<file path="src/rtl/immed_gen_pipe.sv">
// Pipelined RV32I/RV64I immediate generator for the decode stage: extracts and
// extends immediates, flags illegal opcodes and counts them for debug.
module immed_gen_pipe #(
  parameter int          XLEN        = 32,
  parameter int          STAGES      = 1,
  parameter bit          ZICSR_EN    = 1'b1,
  parameter logic [31:0] DEFAULT_IMM = 32'hDEADBEEF
) (
  input  logic            CLK,
  input  logic            RST_N,
  input  logic            IN_VALID,
  output logic            IN_READY,
  input  logic [31:0]     INSTRUCT,
  input  logic            STALL,
  input  logic            FLUSH,
  output logic            OUT_VALID,
  output logic [XLEN-1:0] IMM,
  output logic [2:0]      IMM_TYPE,
  output logic            ILLEGAL,
  output logic [15:0]     ILL_COUNT
);

  // Handshake: an instruction is accepted on an edge where IN_VALID && IN_READY;
  // IN_READY is simply !STALL, and FLUSH drops whatever is presented that cycle.

  localparam logic [2:0] T_I    = 3'd0;
  localparam logic [2:0] T_S    = 3'd1;
  localparam logic [2:0] T_B    = 3'd2;
  localparam logic [2:0] T_U    = 3'd3;
  localparam logic [2:0] T_J    = 3'd4;
  localparam logic [2:0] T_Z    = 3'd5;
  localparam logic [2:0] T_C    = 3'd6;
  localparam logic [2:0] T_NONE = 3'd7;

  localparam logic [6:0] OP_IMM    = 7'b0010011;
  localparam logic [6:0] OP_LOAD   = 7'b0000011;
  localparam logic [6:0] OP_JALR   = 7'b1100111;
  localparam logic [6:0] OP_STORE  = 7'b0100011;
  localparam logic [6:0] OP_BRANCH = 7'b1100011;
  localparam logic [6:0] OP_LUI    = 7'b0110111;
  localparam logic [6:0] OP_AUIPC  = 7'b0010111;
  localparam logic [6:0] OP_JAL    = 7'b1101111;
  localparam logic [6:0] OP_SYSTEM = 7'b1110011;
  localparam logic [6:0] OP_REG    = 7'b0110011;
  localparam logic [6:0] OP_FENCE  = 7'b0001111;

  logic [31:0] dec_instr;
  logic        dec_valid;

  assign IN_READY = !STALL;

  generate
    if (STAGES == 2) begin : g_two
      logic [31:0] s1_instr_q;
      logic        s1_valid_q;
      logic        s1_valid_d;

      always_comb begin
        s1_valid_d = s1_valid_q;
        if (FLUSH)       s1_valid_d = 1'b0;
        else if (!STALL) s1_valid_d = IN_VALID;
      end

      always_ff @(posedge CLK) begin
        if (!RST_N) begin
          s1_valid_q <= 1'b0;
          s1_instr_q <= '0;
        end else begin
          s1_valid_q <= s1_valid_d;
          if (!STALL && !FLUSH && IN_VALID) s1_instr_q <= INSTRUCT;
        end
      end

      assign dec_instr = s1_instr_q;
      assign dec_valid = s1_valid_q;
    end else begin : g_one
      assign dec_instr = INSTRUCT;
      assign dec_valid = IN_VALID;
    end
  endgenerate

  logic [6:0]      opcode;
  logic [2:0]      funct3;
  logic [XLEN-1:0] imm_d;
  logic [2:0]      type_d;
  logic            illegal_d;

  assign opcode = dec_instr[6:0];
  assign funct3 = dec_instr[14:12];

  // Every listed opcode ends in 2'b11, so a bad low pair falls into default.
  always_comb begin
    imm_d     = XLEN'(DEFAULT_IMM);
    type_d    = T_NONE;
    illegal_d = 1'b0;
    case (opcode)
      OP_IMM, OP_LOAD, OP_JALR: begin
        imm_d  = XLEN'($signed(dec_instr[31:20]));
        type_d = T_I;
      end
      OP_STORE: begin
        imm_d  = XLEN'($signed({dec_instr[31:25], dec_instr[11:7]}));
        type_d = T_S;
      end
      OP_BRANCH: begin
        imm_d  = XLEN'($signed({dec_instr[31], dec_instr[7], dec_instr[30:25],
                                dec_instr[11:8], 1'b0}));
        type_d = T_B;
      end
      OP_LUI, OP_AUIPC: begin
        imm_d  = XLEN'($signed({dec_instr[31:12], 12'b0}));
        type_d = T_U;
      end
      OP_JAL: begin
        imm_d  = XLEN'($signed({dec_instr[31], dec_instr[19:12], dec_instr[20],
                                dec_instr[30:21], 1'b0}));
        type_d = T_J;
      end
      OP_SYSTEM: begin
        if (ZICSR_EN) begin
          if (funct3[2]) begin
            imm_d  = XLEN'(dec_instr[19:15]);
            type_d = T_Z;
          end else if (funct3 != 3'b000) begin
            imm_d  = XLEN'(dec_instr[31:20]);
            type_d = T_C;
          end
        end
      end
      OP_REG, OP_FENCE: begin
        type_d = T_NONE;
      end
      default: begin
        illegal_d = 1'b1;
      end
    endcase
  end

  logic            out_valid_q;
  logic            out_valid_d;
  logic [XLEN-1:0] imm_q;
  logic [2:0]      type_q;
  logic            illegal_q;
  logic [15:0]     ill_count_q;
  logic            load_out;
  logic            ill_inc;

  always_comb begin
    out_valid_d = out_valid_q;
    if (FLUSH)       out_valid_d = 1'b0;
    else if (!STALL) out_valid_d = dec_valid;
  end

  assign load_out = !STALL && !FLUSH && dec_valid;
  assign ill_inc  = load_out && illegal_d && (ill_count_q != 16'hFFFF);

  always_ff @(posedge CLK) begin
    if (!RST_N) begin
      out_valid_q <= 1'b0;
      imm_q       <= '0;
      type_q      <= T_NONE;
      illegal_q   <= 1'b0;
      ill_count_q <= 16'd0;
    end else begin
      out_valid_q <= out_valid_d;
      if (load_out) begin
        imm_q     <= imm_d;
        type_q    <= type_d;
        illegal_q <= illegal_d;
      end
      if (ill_inc) ill_count_q <= ill_count_q + 16'd1;
    end
  end

  assign OUT_VALID = out_valid_q;
  assign IMM       = imm_q;
  assign IMM_TYPE  = type_q;
  assign ILLEGAL   = illegal_q;
  assign ILL_COUNT = ill_count_q;

endmodule
</file>
<file path="config.mk">
export PLATFORM = sky130hd
export DESIGN_NAME = immed_gen_pipe
export DESIGN_NICKNAME = d
export VERILOG_FILES = /design/src/rtl/immed_gen_pipe.sv
export SDC_FILE = /design/constraint.sdc
export NUM_CORES = 1
export LEC_CHECK = 0
export BUFFER_PORTS_ARGS = -buffer_cell sky130_fd_sc_hd__buf_2
export CAP_MARGIN = 20
export CORE_MARGIN = 3
export CORE_UTILIZATION = 32
export CTS_BUF_LIST = sky130_fd_sc_hd__clkbuf_16
export DETAILED_ROUTE_END_ITERATION = 8
export GPL_ROUTABILITY_DRIVEN = 0
export HOLD_SLACK_MARGIN = 0.12
export RECOVER_POWER = 50
export SYNTH_ARGS = -nofsm -noshare
export SYNTH_HDL_FRONTEND = slang
export SYNTH_SLANG_ARGS = --single-unit
</file>
<file path="constraint.sdc">
create_clock -name CLK -period 3.5 [get_ports CLK]
set_clock_uncertainty 0.2 [all_clocks]
set_input_delay 0.7 -clock CLK [delete_from_list [all_inputs] [get_ports CLK]]
set_output_delay 0.7 -clock CLK [all_outputs]
set_load 0.01 [all_outputs]
</file>
==> results of run 1 <==
## synthesized netlist by cell type, types with 4 or more instances
cell type,number
nand4_1,4
o21ai_0,40
nand2_1,35
nor3_1,7
a21o_1,7
nand3_1,11
inv_1,9
o31ai_1,6
a22o_1,4
nor2b_1,5
a21oi_1,44
o22ai_1,6
nand3b_1,4
dfxtp_1,53
clkbuf_1,17
nand2b_1,4
or4_1,7
nor2_1,15
## through the flow
| stage | hold slack [ns] | utilization [%] | cell area [sq um] | cells |
|---|---|---|---|---|
| finish | 0.269 | 40.4 | 3330 | 527 |
| global route | 0.299 | 40.4 | 3330 | 527 |
| CTS | 0.272 | 41.2 | 3400 | 527 |
| detailed placement | 0.249 | 39.3 | 3250 | 519 |
| global placement | 0.239 | 39.3 | 3250 | 519 |
| floorplan | 0.281 | - | 2730 | 341 |
## worst register-to-register path, delay by kind of cell, from the launching register on
kind | cells | cell delay, ns
buffers and inverters | 1 | 0.28
muxes | 1 | 0.13
DFF | 1 | 0.41
adders and majority gates | 1 | 0.22
and+or+nand+nor | 4 | 0.98
## cells by family after synthesis
kind of cell | after synthesis
AND/OR/NAND/NOR | 117
flip-flops | 53
multiplexers | 3
buffers and inverters | 31
adder cells (fa/ha/maj) | 1
AO/OA/AOI/OAI | 136
## per-layer routing
metal  up-vias  track usage, %  part of all wire [%]
li1       1436               -                     -
met1      1385            22.8                    45
met2       111            27.6                    47
met3         5            4.36                   7.3
met4         0            3.15                  0.66
met5         -               0                     0
## power groups by stage
stage	clock [mW]	sequential [mW]	combinational [mW]
after floorplan	0	0.650	0.0762
after global placement	0	0.643	0.148
after detailed placement	0	0.642	0.150
after CTS	0.521	0.629	0.151
after global routing	0.540	0.631	0.163
final	0.508	0.629	0.146
## flip-flops by register name, summed over array words and instances (netlist names)
signal / count
ILL_COUNT: 16
ILLEGAL: 1
OUT_VALID: 1
IMM: 32
IMM_TYPE: 3
## worst max-delay path by stage
stage / from / endpoint / slack (ns) / cells after the start
2_1_floorplan: INSTRUCT[2] / ILL_COUNT[9] / 0.99 / 7
3_3_place_gp: INSTRUCT[2] / IMM[8] / 0.67 / 7
4_1_cts: INSTRUCT[2] / IMM[27] / 0.93 / 6
3_5_place_dp: INSTRUCT[2] / IMM[27] / 0.63 / 6
6_report: INSTRUCT[2] / IMM[27] / 0.92 / 6
5_1_grt: RST_N / IMM[17] / 0.72 / 5
## layout make-up
| class | instances | share of cell area [%] |
|---|---|---|
| sequential | 53 | 31.8 |
| inverter | 9 | 1.01 |
| tap | 105 | 3.94 |
| multi-input combinational | 257 | 46.0 |
| clock buffer | 5 | 3.75 |
| timing repair buffer | 95 | 12.6 |
| clock inverter | 3 | 0.788 |
==> impl_metrics.env, run 1 <==
export IMPL_syn_area_per_cell_sq_um=8.00
export IMPL_synth_largest_area_cell="dfxtp_1"
export IMPL_holdCritPathClass="flip-flop to flip-flop"
export IMPL_worstPathArrival_ns=2.53
export IMPL_start_util_pct=33.0
export IMPL_die_h_um=98.3
export IMPL_path_clk_slew_ns=0.07
export IMPL_hold_depth=1
export IMPL_critPathCaptureType="flip-flop"
export IMPL_p_comb_share_pct=11.4
export IMPL_synth_area_mux_share_pct=1.10
export IMPL_antenna_found_initial=0
export IMPL_clock_latency_ns=0.29
export IMPL_seq_power_share_pct=49.1
export IMPL_relSlewSlack_pct=2.10
export IMPL_die_area_sq_um=9670
export IMPL_rr_worst_depth=7
export IMPL_fillCellCount=925
export IMPL_cp_required_ns=3.46
export IMPL_grt_pass1_vias=2707
export IMPL_cts_hold_buf=0
export IMPL_synth_top_family_by_area="compound AO/OA/AOI/OAI gates"
export IMPL_setup_viol=0
export IMPL_yosysUniqueCellTypes=56
export IMPL_wl_um=8450
export IMPL_p_switching_mw=0.340
export IMPL_preCtsSetupSlack_ns=0.635
export IMPL_syn_cell_area_sq_um=2730
export IMPL_synth_xor_area_share_pct=0
export IMPL_cts_root_buffer="clkbuf_16"
export IMPL_finalHoldViolations=0
export IMPL_path_class="input port to flip-flop"
export IMPL_setup_tns_ns=0
export IMPL_drcViolationCount=0
export IMPL_wl_per_cell_um=16.0
export IMPL_synth_compound_area_share_pct=30.7
export IMPL_htreeDepth=2
export IMPL_drv_slew=0
export IMPL_r2r_end="ILL_COUNT[11]"
export IMPL_cp_top_family="compound AO/OA/AOI/OAI gates"
export IMPL_worst_r2r_setup_slack_ns=1.18
export IMPL_crit_path_cell_trace="buf_2, nor2b_1, a2111o_1, a211oi_2, nor3b_2, a21oi_1"
export IMPL_grt_pass1_wl_um=13500
export IMPL_setup_ws_ns=0.922
export IMPL_ios=91
export IMPL_clockBufferDepth=2
export IMPL_synth_edff_count=0
export IMPL_rsz0062_at_grt="false"
export IMPL_cp_num_buf_inv=1
export IMPL_p_clk_share_pct=39.6
export IMPL_cts_tree="done"
export IMPL_yosysSeqAreaShare_pct=38.9
export IMPL_grt_max_degree=37
export IMPL_run_status="finished, final reports clean"
export IMPL_synth_warnings=0
export IMPL_synthFlopType="dfxtp_1"
export IMPL_core_sq_um=8260
export IMPL_grt_usage_pct=16.9
export IMPL_fin_nets=459
export IMPL_p_total_mw=1.28
export IMPL_synth_top_area_share_pct=38.9
export IMPL_ant_nets=0
export IMPL_num_rows=33
export IMPL_synthesis_instances=341
export IMPL_drive_gt1_share_pct=14.2
export IMPL_viasPerCell=5.57
export IMPL_vias=2937
export IMPL_critPathMaxStageDelay_ns=0.47
export IMPL_final_cell_mix="dfxtp_1 (53), clkbuf_1 (53), a21oi_1 (44)"
export IMPL_area_delta_synth_final_pct=22.2
export IMPL_tightest_slew_ns=1.47
export IMPL_r2r_start="ILL_COUNT[0]"
export IMPL_synthTopCellsByArea="dfxtp_1 (39%), a21oi_1 (8.1%), o21ai_0 (7.3%)"
export IMPL_cts_resized=0
export IMPL_post_cts_setup_buffers=0
export IMPL_initialDrtViolationCount=156
export IMPL_fmax_ghz=0.388
export IMPL_drt_pass1_iterations=5
export IMPL_hpwl_um=6140
export IMPL_p_leak_nw=1.21
export IMPL_regArea_sq_um=1060
export IMPL_internal_power_mw=0.942
export IMPL_syn_nets=379
export IMPL_num_antenna_cells=0
export IMPL_hold_end="IMM[8]"
export IMPL_cts_sinks=53
export IMPL_final_period_utilization_pct=73.7
export IMPL_die_w_um=98.3
export IMPL_path_max_fanout=18
export IMPL_multi_input_area_sq_um=1540
export IMPL_cts_made_buffers=5
export IMPL_synth_simple_gate_area_share_pct=23.8
export IMPL_peakVddDrop_uv=186
export IMPL_overflow=0
export IMPL_slowest_stage="nor3b_2"
export IMPL_port_buffers=90
export IMPL_synthAdderAreaFrac_pct=0.459
export IMPL_startpoint_type="input port"
export IMPL_power_density_nw_per_um2=385
export IMPL_cap_violations=0
export IMPL_yosys_register_bits=53
export IMPL_p_sw_share_pct=26.5
export IMPL_layout_min_cycle_time_ns=2.58
export IMPL_worstHoldStart="IMM[8]"
export IMPL_async_flop_share_pct=0
Power figures use the tool's default switching activity.
==> run 2, diff against run 1 <==
- ABC_AREA: default -> 1
- clock period: 3.5 -> 2.32 ns (I/O delays scaled with it)
==> run 2 against run 1 <==
Against the previous run:
- combinational power rose by 47%
- core utilization grew 0.37 points
- count of clock-buffer cells in the layout unchanged
- area after synthesis increased by 14%
- worst hold slack lost 0.087 ns
- register-to-register slack got worse by 0.82 ns
- critical endpoint is now ILL_COUNT[10]
- largest power group is now the clock network
==> impl_metrics.env, run 2 <==
export IMPL_run_status="finished, final reports clean"
export IMPL_finish_instance_area_sq_um=3800
export IMPL_synthesis_instances=484
export IMPL_viasPerCell=4.88
export IMPL_fmax_ghz=0.509
export IMPL_cts_sinks=53
export IMPL_grt_max_degree=38
export IMPL_slowest_stage="dfxtp_1"
export IMPL_grt_pass1_vias=3268
export IMPL_cts_resized=0
export IMPL_die_w_um=104
export IMPL_regArea_sq_um=1060
export IMPL_final_period_utilization_pct=84.6
export IMPL_largest_reg_flops=32
export IMPL_hold_end="OUT_VALID"
export IMPL_p_leak_nw=1.78
export IMPL_p_clk_share_pct=45.3
export IMPL_seq_power_share_pct=44.6
export IMPL_power_density_nw_per_um2=561
export IMPL_path_max_fanout=17
export IMPL_synth_top_area_share_pct=34.2
export IMPL_hold_depth=2
export IMPL_synth_largest_area_cell="dfxtp_1"
export IMPL_synth_edff_count=0
export IMPL_stdcell_count=702
export IMPL_placed_area_sq_um=3680
export IMPL_r2r_start="ILL_COUNT[1]"
export IMPL_fin_util_pct=40.8
export IMPL_peakVddDrop_uv=294
export IMPL_internal_power_mw=1.63
export IMPL_r2r_end="ILL_COUNT[10]"
export IMPL_relSlewSlack_pct=67.0
export IMPL_die_area_sq_um=10900
export IMPL_clock_latency_ns=0.30
export IMPL_drt_pass1_iterations=5
export IMPL_core_sq_um=9330
export IMPL_yosysUniqueCellTypes=30
export IMPL_start_util_pct=33.3
export IMPL_wl_um=9180
export IMPL_tightest_slew_ns=0.494
export IMPL_cts_made_buffers=5
export IMPL_critPathMaxStageDelay_ns=0.40
export IMPL_fillCellCount=1055
export IMPL_setup_viol=0
export IMPL_synthTopCellsByCount="nand2_1 (139), nor2_1 (76), dfxtp_1 (53)"
export IMPL_synth_most_common_cell="nand2_1"
export IMPL_yosys_register_bits=53
export IMPL_cts_tree="done"
export IMPL_synth_warnings=0
export IMPL_synthFlopType="dfxtp_1"
export IMPL_ant_nets=0
export IMPL_holdCritPathClass="input port to flip-flop"
export IMPL_syn_area_per_cell_sq_um=6.41
export IMPL_vias=3426
export IMPL_p_switching_mw=0.507
export IMPL_syn_nets=522
export IMPL_cts_hold_buf=0
export IMPL_rsz0062_at_grt="false"
export IMPL_clockBufferDepth=2
export IMPL_htreeDepth=2
export IMPL_rr_worst_depth=7
export IMPL_syn_cell_area_sq_um=3100
export IMPL_port_buffers=90
export IMPL_critPathCaptureType="flip-flop"
export IMPL_num_rows=35
export IMPL_startpoint_type="flip-flop"
export IMPL_dp_cells=694
export IMPL_post_cts_setup_buffers=0
export IMPL_preCtsSetupSlack_ns=0.118
export IMPL_die_h_um=104
export IMPL_fin_nets=610
export IMPL_worst_r2r_setup_slack_ns=0.36
export IMPL_initialDrtViolationCount=190
export IMPL_area_delta_synth_final_pct=22.5
export IMPL_grt_usage_pct=16.8
export IMPL_drv_slew=0
export IMPL_path_class="flip-flop to flip-flop"
export IMPL_multi_input_area_sq_um=1780
export IMPL_cap_violations=0
export IMPL_worstHoldStart="FLUSH"
export IMPL_p_comb_share_pct=10.1
export IMPL_cp_required_ns=2.34
export IMPL_finalHoldViolations=0
export IMPL_ios=91
export IMPL_yosysSeqAreaShare_pct=34.2
export IMPL_antenna_found_initial=0
export IMPL_crit_path_cell_trace="ha_1, nand3_2, nor2_4, nand4_4, nand3_4, nand2_1, a21oi_1"
export IMPL_worstPathArrival_ns=1.98
export IMPL_cts_root_buffer="clkbuf_16"
export IMPL_async_flop_share_pct=0
export IMPL_overflow=0
export IMPL_path_clk_slew_ns=0.08
export IMPL_hpwl_um=7060
export IMPL_synthTopCellsByArea="dfxtp_1 (34%), nand2_1 (17%), nor2_1 (9.2%)"
export IMPL_drcViolationCount=0
export IMPL_grt_pass1_wl_um=15300
export IMPL_num_antenna_cells=0
export IMPL_p_sw_share_pct=23.8
export IMPL_p_total_mw=2.13
export IMPL_wl_per_cell_um=13.1
export IMPL_final_common_cell="nand2_1"
export IMPL_final_cell_mix="nand2_1 (139), nor2_1 (76), dfxtp_1 (53), clkbuf_1 (53)"
export IMPL_drive_gt1_share_pct=13.3
export IMPL_setup_ws_ns=0.357
export IMPL_worst_hold_slack_ns=0.182
export IMPL_layout_min_cycle_time_ns=1.96
export IMPL_setup_tns_ns=0
## run 2: cell types whose count changed after synthesis, sizes merged, moves of 7 or more
cell and delta:
or4 -7, inv +32, nand3 +27, a21o -7, clkbuf -7, a21oi -13, nand2 +108, o21ai -11
nand4 +19, nor2 +68
## run 2: critical path: cells and delay by family, from the launching register on
| family | cells | cell delay [ns] |
|---|---|---|
| flops | 1 | 0.40 |
| simple gates | 5 | 0.87 |
| compound gates | 1 | 0.12 |
| fa+ha+maj | 1 | 0.28 |
## run 2: worst max path at each step
stage	cells past startpoint	endpoint	startpoint	slack, ns
2_1_floorplan	8	ILL_COUNT[2]	ILL_COUNT[0]	0.49
3_3_place_gp	11	IMM[26]	INSTRUCT[3]	0.16
3_5_place_dp	11	IMM[21]	INSTRUCT[3]	0.12
4_1_cts	7	ILL_COUNT[9]	ILL_COUNT[1]	0.35
5_1_grt	7	ILL_COUNT[12]	ILL_COUNT[1]	0.16
6_report	7	ILL_COUNT[10]	ILL_COUNT[1]	0.36
## run 2: cell families after synthesis
kind of cell	after synthesis	share of synthesized area (%)
fa+ha+maj	1	0.403
simple gates	296	43.5
buf+inv	60	8.59
flops	53	34.2
compound gates	67	11.3
xor+xnor	7	1.98
## run 2: power groups by stage
stage               registers, mW  clock network [mW]  logic [mW]
floorplan                   0.985                   0       0.106
global placement            0.972                   0       0.220
detailed placement          0.972                   0       0.223
CTS                         0.951               0.979       0.224
global route                0.955                1.02       0.242
finish                      0.952               0.967       0.215
## run 2: layout make-up
type / count / share of cell area, %
clock buffer: 5 / 3.29
clock inverter: 3 / 1.71
inverter: 41 / 4.05
multi-input combinational: 371 / 46.8
sequential: 53 / 27.9
tap: 129 / 4.25
timing repair buffer: 100 / 11.9
## run 2: metal layers
metal	global-route usage, %	vias up	part of all wire [%]
met1	20.9	1547	44
met3	4.66	7	8.5
li1	-	1750	-
met5	0	-	0
met4	4.08	0	0.87
met2	28.7	122	46
